File: src/rtl/systolic_pkg.sv
// Shared types and constants for the systolic array feeder.
package systolic_pkg;
    typedef enum logic [1:0] {ST_IDLE, ST_FETCH, ST_DRAIN, ST_DONE} state_t;

    // Lane indices into a word viewed as [1:0][DATA_WIDTH-1:0]
    localparam int LANE_HI      = 1;
    localparam int LANE_LO      = 0;
    localparam int DRAIN_CYCLES = 3;
    localparam int SRAM_RD_LAT  = 1;
endpackage

File: src/rtl/systolic_skew_delay.sv
// N-stage register delay line carrying value plus valid; value reads 0 when not valid.
module systolic_skew_delay #(
    parameter int WIDTH  = 16,
    parameter int STAGES = 2
) (
    input  logic             clk,
    input  logic             rst,
    input  logic [WIDTH-1:0] in_value,
    input  logic             in_valid,
    output logic [WIDTH-1:0] value
);
    logic [STAGES-1:0][WIDTH-1:0] val_q;
    logic [STAGES-1:0]            vld_q;

    always_ff @(posedge clk or posedge rst) begin
        if (rst) begin
            val_q <= '0;
            vld_q <= '0;
        end else begin
            val_q[0] <= in_value;
            vld_q[0] <= in_valid;
            for (int s = 1; s < STAGES; s++) begin
                val_q[s] <= val_q[s-1];
                vld_q[s] <= vld_q[s-1];
            end
        end
    end

    assign value = vld_q[STAGES-1] ? val_q[STAGES-1] : '0;
endmodule

File: src/rtl/systolic_feeder.sv
// Streams K SRAM words into the systolic array, splitting each into two lanes
// with lane 2 skewed one cycle behind lane 1.
module systolic_feeder
    import systolic_pkg::*;
#(
    parameter int DATA_WIDTH      = 16,
    parameter int SRAM_DATA_WIDTH = 32,
    parameter int ADDR_WIDTH      = 10,
    parameter int LEN_WIDTH       = 10
) (
    input  logic                       clk,
    input  logic                       rst,
    input  logic                       start,
    input  logic [LEN_WIDTH-1:0]       len,
    input  logic [ADDR_WIDTH-1:0]      base_a,
    input  logic [ADDR_WIDTH-1:0]      base_w,
    output logic                       sram_ren,
    output logic [ADDR_WIDTH-1:0]      sram_addr_a,
    output logic [ADDR_WIDTH-1:0]      sram_addr_w,
    input  logic [SRAM_DATA_WIDTH-1:0] sram_rdata_a,
    input  logic [SRAM_DATA_WIDTH-1:0] sram_rdata_w,
    output logic [DATA_WIDTH-1:0]      data_1,
    output logic [DATA_WIDTH-1:0]      data_2,
    output logic [DATA_WIDTH-1:0]      weight_1,
    output logic [DATA_WIDTH-1:0]      weight_2,
    output logic                       systolic_en,
    output logic                       busy,
    output logic                       done
);
    generate
        if (SRAM_DATA_WIDTH != 2 * DATA_WIDTH) begin : g_width_check
            $error("systolic_feeder: SRAM_DATA_WIDTH must equal 2*DATA_WIDTH");
        end
    endgenerate

    localparam int DRAIN_W     = $clog2(DRAIN_CYCLES);
    localparam int SKEW_STAGES = 2;

    state_t                  state;
    logic [LEN_WIDTH-1:0]    issue_cnt;
    logic [DRAIN_W-1:0]      drain_cnt;
    logic [SRAM_RD_LAT:0]    vld_pipe;
    logic                    rd_vld;

    logic [1:0][DATA_WIDTH-1:0] word_a, word_w;
    logic [1:0][DATA_WIDTH-1:0] lane2_in, lane2_out;

    assign word_a = sram_rdata_a;
    assign word_w = sram_rdata_w;

    // FSM with registered SRAM-side outputs; issue_cnt holds reads still to issue after the current one
    always_ff @(posedge clk or posedge rst) begin
        if (rst) begin
            state       <= ST_IDLE;
            issue_cnt   <= '0;
            drain_cnt   <= '0;
            sram_ren    <= 1'b0;
            sram_addr_a <= '0;
            sram_addr_w <= '0;
            busy        <= 1'b0;
            done        <= 1'b0;
        end else begin
            case (state)
                ST_IDLE: begin
                    if (start) begin
                        sram_addr_a <= base_a;
                        sram_addr_w <= base_w;
                        issue_cnt   <= len - LEN_WIDTH'(1);
                        busy        <= 1'b1;
                        if (len == '0) begin
                            state <= ST_DONE;
                            done  <= 1'b1;
                        end else begin
                            state    <= ST_FETCH;
                            sram_ren <= 1'b1;
                        end
                    end
                end
                ST_FETCH: begin
                    if (issue_cnt == '0) begin
                        state     <= ST_DRAIN;
                        sram_ren  <= 1'b0;
                        drain_cnt <= DRAIN_W'(DRAIN_CYCLES - 1);
                    end else begin
                        issue_cnt   <= issue_cnt - LEN_WIDTH'(1);
                        sram_addr_a <= sram_addr_a + ADDR_WIDTH'(1);
                        sram_addr_w <= sram_addr_w + ADDR_WIDTH'(1);
                    end
                end
                ST_DRAIN: begin
                    if (drain_cnt == '0) begin
                        state <= ST_DONE;
                        done  <= 1'b1;
                    end else begin
                        drain_cnt <= drain_cnt - DRAIN_W'(1);
                    end
                end
                default: begin
                    state <= ST_IDLE;
                    done  <= 1'b0;
                    busy  <= 1'b0;
                end
            endcase
        end
    end

    // vld_pipe[SRAM_RD_LAT-1] marks read data on the bus; the next stage marks lane-1 output
    assign rd_vld = vld_pipe[SRAM_RD_LAT-1];

    always_ff @(posedge clk or posedge rst) begin
        if (rst) begin
            vld_pipe    <= '0;
            systolic_en <= 1'b0;
            data_1      <= '0;
            weight_1    <= '0;
        end else begin
            vld_pipe    <= {vld_pipe[SRAM_RD_LAT-1:0], sram_ren};
            systolic_en <= vld_pipe[SRAM_RD_LAT-1] | vld_pipe[SRAM_RD_LAT];
            data_1      <= rd_vld ? word_a[LANE_HI] : '0;
            weight_1    <= rd_vld ? word_w[LANE_HI] : '0;
        end
    end

    assign lane2_in[0] = word_a[LANE_LO];
    assign lane2_in[1] = word_w[LANE_LO];

    for (genvar g = 0; g < 2; g++) begin : g_skew
        systolic_skew_delay #(
            .WIDTH (DATA_WIDTH),
            .STAGES(SKEW_STAGES)
        ) u_skew (
            .clk     (clk),
            .rst     (rst),
            .in_value(lane2_in[g]),
            .in_valid(rd_vld),
            .value   (lane2_out[g])
        );
    end

    assign data_2   = lane2_out[0];
    assign weight_2 = lane2_out[1];
endmodule
File: config.mk
export PLATFORM = sky130hd
export DESIGN_NAME = systolic_feeder
export DESIGN_NICKNAME = d
export VERILOG_FILES = /design/src/rtl/systolic_pkg.sv /design/src/rtl/systolic_skew_delay.sv /design/src/rtl/systolic_feeder.sv
export SDC_FILE = /design/constraint.sdc
export NUM_CORES = 1
export LEC_CHECK = 0
export CAP_MARGIN = 20
export CORE_UTILIZATION = 38
export CTS_CLUSTER_DIAMETER = 60
export CTS_CLUSTER_SIZE = 28
export DETAILED_ROUTE_END_ITERATION = 10
export PLACE_DENSITY = 0.76
export SYNTH_ARGS = -nofsm -noshare
export SYNTH_HDL_FRONTEND = slang
export SYNTH_SLANG_ARGS = --single-unit
File: constraint.sdc
create_clock -name clk -period 5.9 [get_ports clk]
set_clock_uncertainty 0.15 [all_clocks]
set_input_delay 1.18 -clock clk [delete_from_list [all_inputs] [get_ports clk]]
set_output_delay 1.18 -clock clk [all_outputs]
set_load 0.01 [all_outputs]
==> reports/qor.yml <==
outcome:
  outcome: "finished clean"
min_path:
  hold_path_class: "flip-flop to flip-flop"
  holdPathStages: 0
  min-delay-start: "g_skew[0].u_skew.val_q[2]$_DFF_PP0_"
  min_to: "g_skew[0].u_skew.val_q[18]$_DFF_PP0_"
logic_synthesis:
  ys_seq_elements: 137
  synth_edf_count: 0
  syn_inst: 459
  synth_area_um2: 5370
  syn_avg_cell_area_um2: 11.7
  synthAdderAreaFrac: 0.0186
  muxShareOfSynthArea: 0.0226
  synth_compound_area_frac: 0.117
  ys_types: 46
  synth_top_family_by_area: "simple AND/OR/NAND/NOR gates"
  synthXorXnorAreaFrac: 0.00815
  ys.flop_type: "dfrtp_1"
  synth_fp_nets: 564
  ys_seq_area_frac: 0.638
  yosys_warnings: 0
  synthArstFlopShare: 1.00
  synthSimpleGateAreaFrac: 0.170
critical_path:
  path_max_fanout: 32
  worstRegToRegCells: 8
  r2r-start: "state[1]$_DFFE_PP0P_"
  r2r_slack_ps: 2560
  critPathRequiredTime_ps: 4570
  crit_chain: "and2_1, clkdlybuf4s50_1"
  arrival_ps: 2020
  criticalPathCategory: "flip-flop to output pin"
  critPathSlowestCell: "dfrtp_1"
  end_kind: "output pin"
  worstSetupStartpointType: "flip-flop"
  r2r_end: "issue_cnt[8]$_DFFE_PP0P_"
  critPathMaxStageDelay_ps: 810
timing:
  slew_headroom: 0.386
  setup_tns_ps: 0
  fmaxAchievable_ghz: 0.298
  worst_pin_slew_ps: 921
  holdWs_ps: 187
  setup_viol: 0
  rsz0062_at_grt: "no"
  period_needed_ps: 3350
  drv_slew: 0
  setup_slack_ps: 2550
  fin_crit_sh: 0.568
  hold_viol: 0
placement:
  gp_congestion: 0.806
  hpwl_mm: 8.98
  numPortBuffers: 184
  place_ws_ps: 2300
cells_and_area:
  seq_area_um2: 3430
  drive_gt1_frac: 0.0640
  area_delta_synth_final_pct: 49.1
  fill_cells: 1101
  nets: 748
  diodes: 0
  multi_input_area_um2: 1810
clocking:
  clock_sinks: 137
  cts_tree: "done"
  path_clk_slew_ps: 60
  clk_latency_ps: 410
  cts_resized: 0
  cts_root_buffer: "clkbuf_16"
  cts_buffer_depth: 2
  post-cts-setup-buffers: 0
  numCtsBuffers: 17
  h-tree-depth: 4
  cts.hold.buffers_added: 0
pwr:
  p_total_mw: 3.48
  power_density_nw_per_um2: 435
  vdd_ir_drop_max_v: 0.000257
  power_leakage_nw: 3.26
floorplan:
  die_w_um: 121
  num_rows: 43
  chipHeight_um: 121
  dieArea_um2: 14600
  boundaryPins: 185
  core_um2: 13800
  start_util: 0.388
route:
  wl_per_cell_um: 15.8
  drt-initial-drc-count: 250
  drt_wl_total_mm: 13.2
  first_pass_iters: 4
  antenna_left: 0
  avgViaCountPerCell: 5.03
  vias: 4205
  drcViolationCount: 0
grt:
  grt_max_degree: 101
  globalRouteOverflowTotal: 0
  antenna_found_initial: 0
  grt_pass1_wl_mm: 20.7
  grt_pass1_vias: 4070
  grtUsageTotal: 0.186
run:
  cap_viol_max_count: 0
[routing by layer]
| metal | GRT usage | wire [um] | up-vias |
|---|---|---|---|
| li1 | - | - | 1965 |
| met1 | 0.228 | 5560 | 2038 |
| met2 | 0.311 | 6540 | 177 |
| met3 | 0.0456 | 861 | 25 |
| met4 | 0.0818 | 261 | 0 |
| met5 | 0 | 0 | - |
[area by class of cell]
cell class                 instances  share of cell area
tap                              180              0.0281
timing repair buffer             187               0.235
multi-input combinational        290               0.226
clock inverter                    12              0.0208
sequential                       137               0.428
inverter                          10             0.00531
clock buffer                      20              0.0570
[power breakdown]
group          leakage [nW]  internal [mW]  switching, mW  total [mW]
Sequential             1.58           1.10          0.162        1.26
Clock                 0.297          0.693          0.407        1.10
Combinational          1.38          0.540          0.580        1.12
[cell usage in the layout (no fill, tap or decap), types with 3 or more instances in the layout]
cell and count:
clkdlybuf4s50_1 184, dfrtp_1 137, and2_1 64, nand2_1 34, a21oi_1 32, o21ai_0 25, clkbuf_16 18, nand3_1 16
nor2_1 13, o22ai_1 13, mux2i_1 11, inv_1 9, or3_1 8, nor3_1 8, ha_1 7, nand4_1 5
clkinv_4 5, nand2b_1 4, a31oi_1 4, a2bb2oi_1 4, xnor2_1 4, inv_6 3, nor2b_1 3, o21ai_1 3
bufinv_16 3
[stage by stage]
step / area (um^2) / utilization / cells
final: 8010 / 0.579 / 836
after global routing: 8010 / 0.579 / 836
after CTS: 7980 / 0.577 / 835
after detailed placement: 7360 / 0.532 / 803
after global placement: 7360 / 0.532 / 803
after floorplan: 5370 / - / 459
[worst max path at each step]
stage | start | endpoint | slack, ps | depth (start not counted)
after floorplan | rst | busy$_DFFE_PP0P_ | 900 | 1
after global placement | start | sram_addr_a[5]$_DFFE_PP0P_ | 2330 | 6
after detailed placement | start | sram_addr_a[5]$_DFFE_PP0P_ | 2300 | 6
after CTS | g_skew[0].u_skew.vld_q[1]$_DFF_PP0_ | data_2[1] | 2480 | 2
after global routing | state[1]$_DFFE_PP0P_ | issue_cnt[8]$_DFFE_PP0P_ | 2330 | 8
final | g_skew[0].u_skew.vld_q[1]$_DFF_PP0_ | data_2[1] | 2550 | 2
[critical path, delay by kind of cell, from the launching register on]
family | cells | cell delay [ps]
buffers and inverters | 1 | 540
AND/OR/NAND/NOR | 1 | 260
flip-flops | 1 | 810
[state kept, by name, summed over array words and instances, names as in the netlist, 2 cells and up]
signal / count
data_1: 16
drain_cnt: 2
g_skew.u_skew.val_q: 64
g_skew.u_skew.vld_q: 2
issue_cnt: 10
sram_addr_a: 10
sram_addr_w: 10
state: 2
weight_1: 16
[synthesized netlist by cell type, types with 5 or more instances]
master | number | share of area
a21oi_1 | 32 | 0.030
and2_1 | 64 | 0.075
clkbuf_1 | 14 | 0.0098
dfrtp_1 | 137 | 0.64
ha_1 | 8 | 0.019
inv_1 | 10 | 0.0070
mux2i_1 | 11 | 0.020
nand2_1 | 34 | 0.024
nand3_1 | 16 | 0.015
nand4_1 | 5 | 0.0058
nor2_1 | 13 | 0.0091
nor3_1 | 8 | 0.0075
o21ai_0 | 25 | 0.023
o22ai_1 | 13 | 0.015
or3_1 | 8 | 0.0093
[logic make-up (layout without fill, tap and decap cells)]
| kind of cell | after synthesis | in the layout |
|---|---|---|
| flip-flops | 137 | 137 |
| AO/OA/AOI/OAI | 100 | 100 |
| multiplexers | 12 | 12 |
| AND/OR/NAND/NOR | 165 | 165 |
| buffers and inverters | 32 | 229 |
| adder cells (fa/ha/maj) | 8 | 8 |
| XOR/XNOR | 5 | 5 |
(Power assumes the default switching activity.)
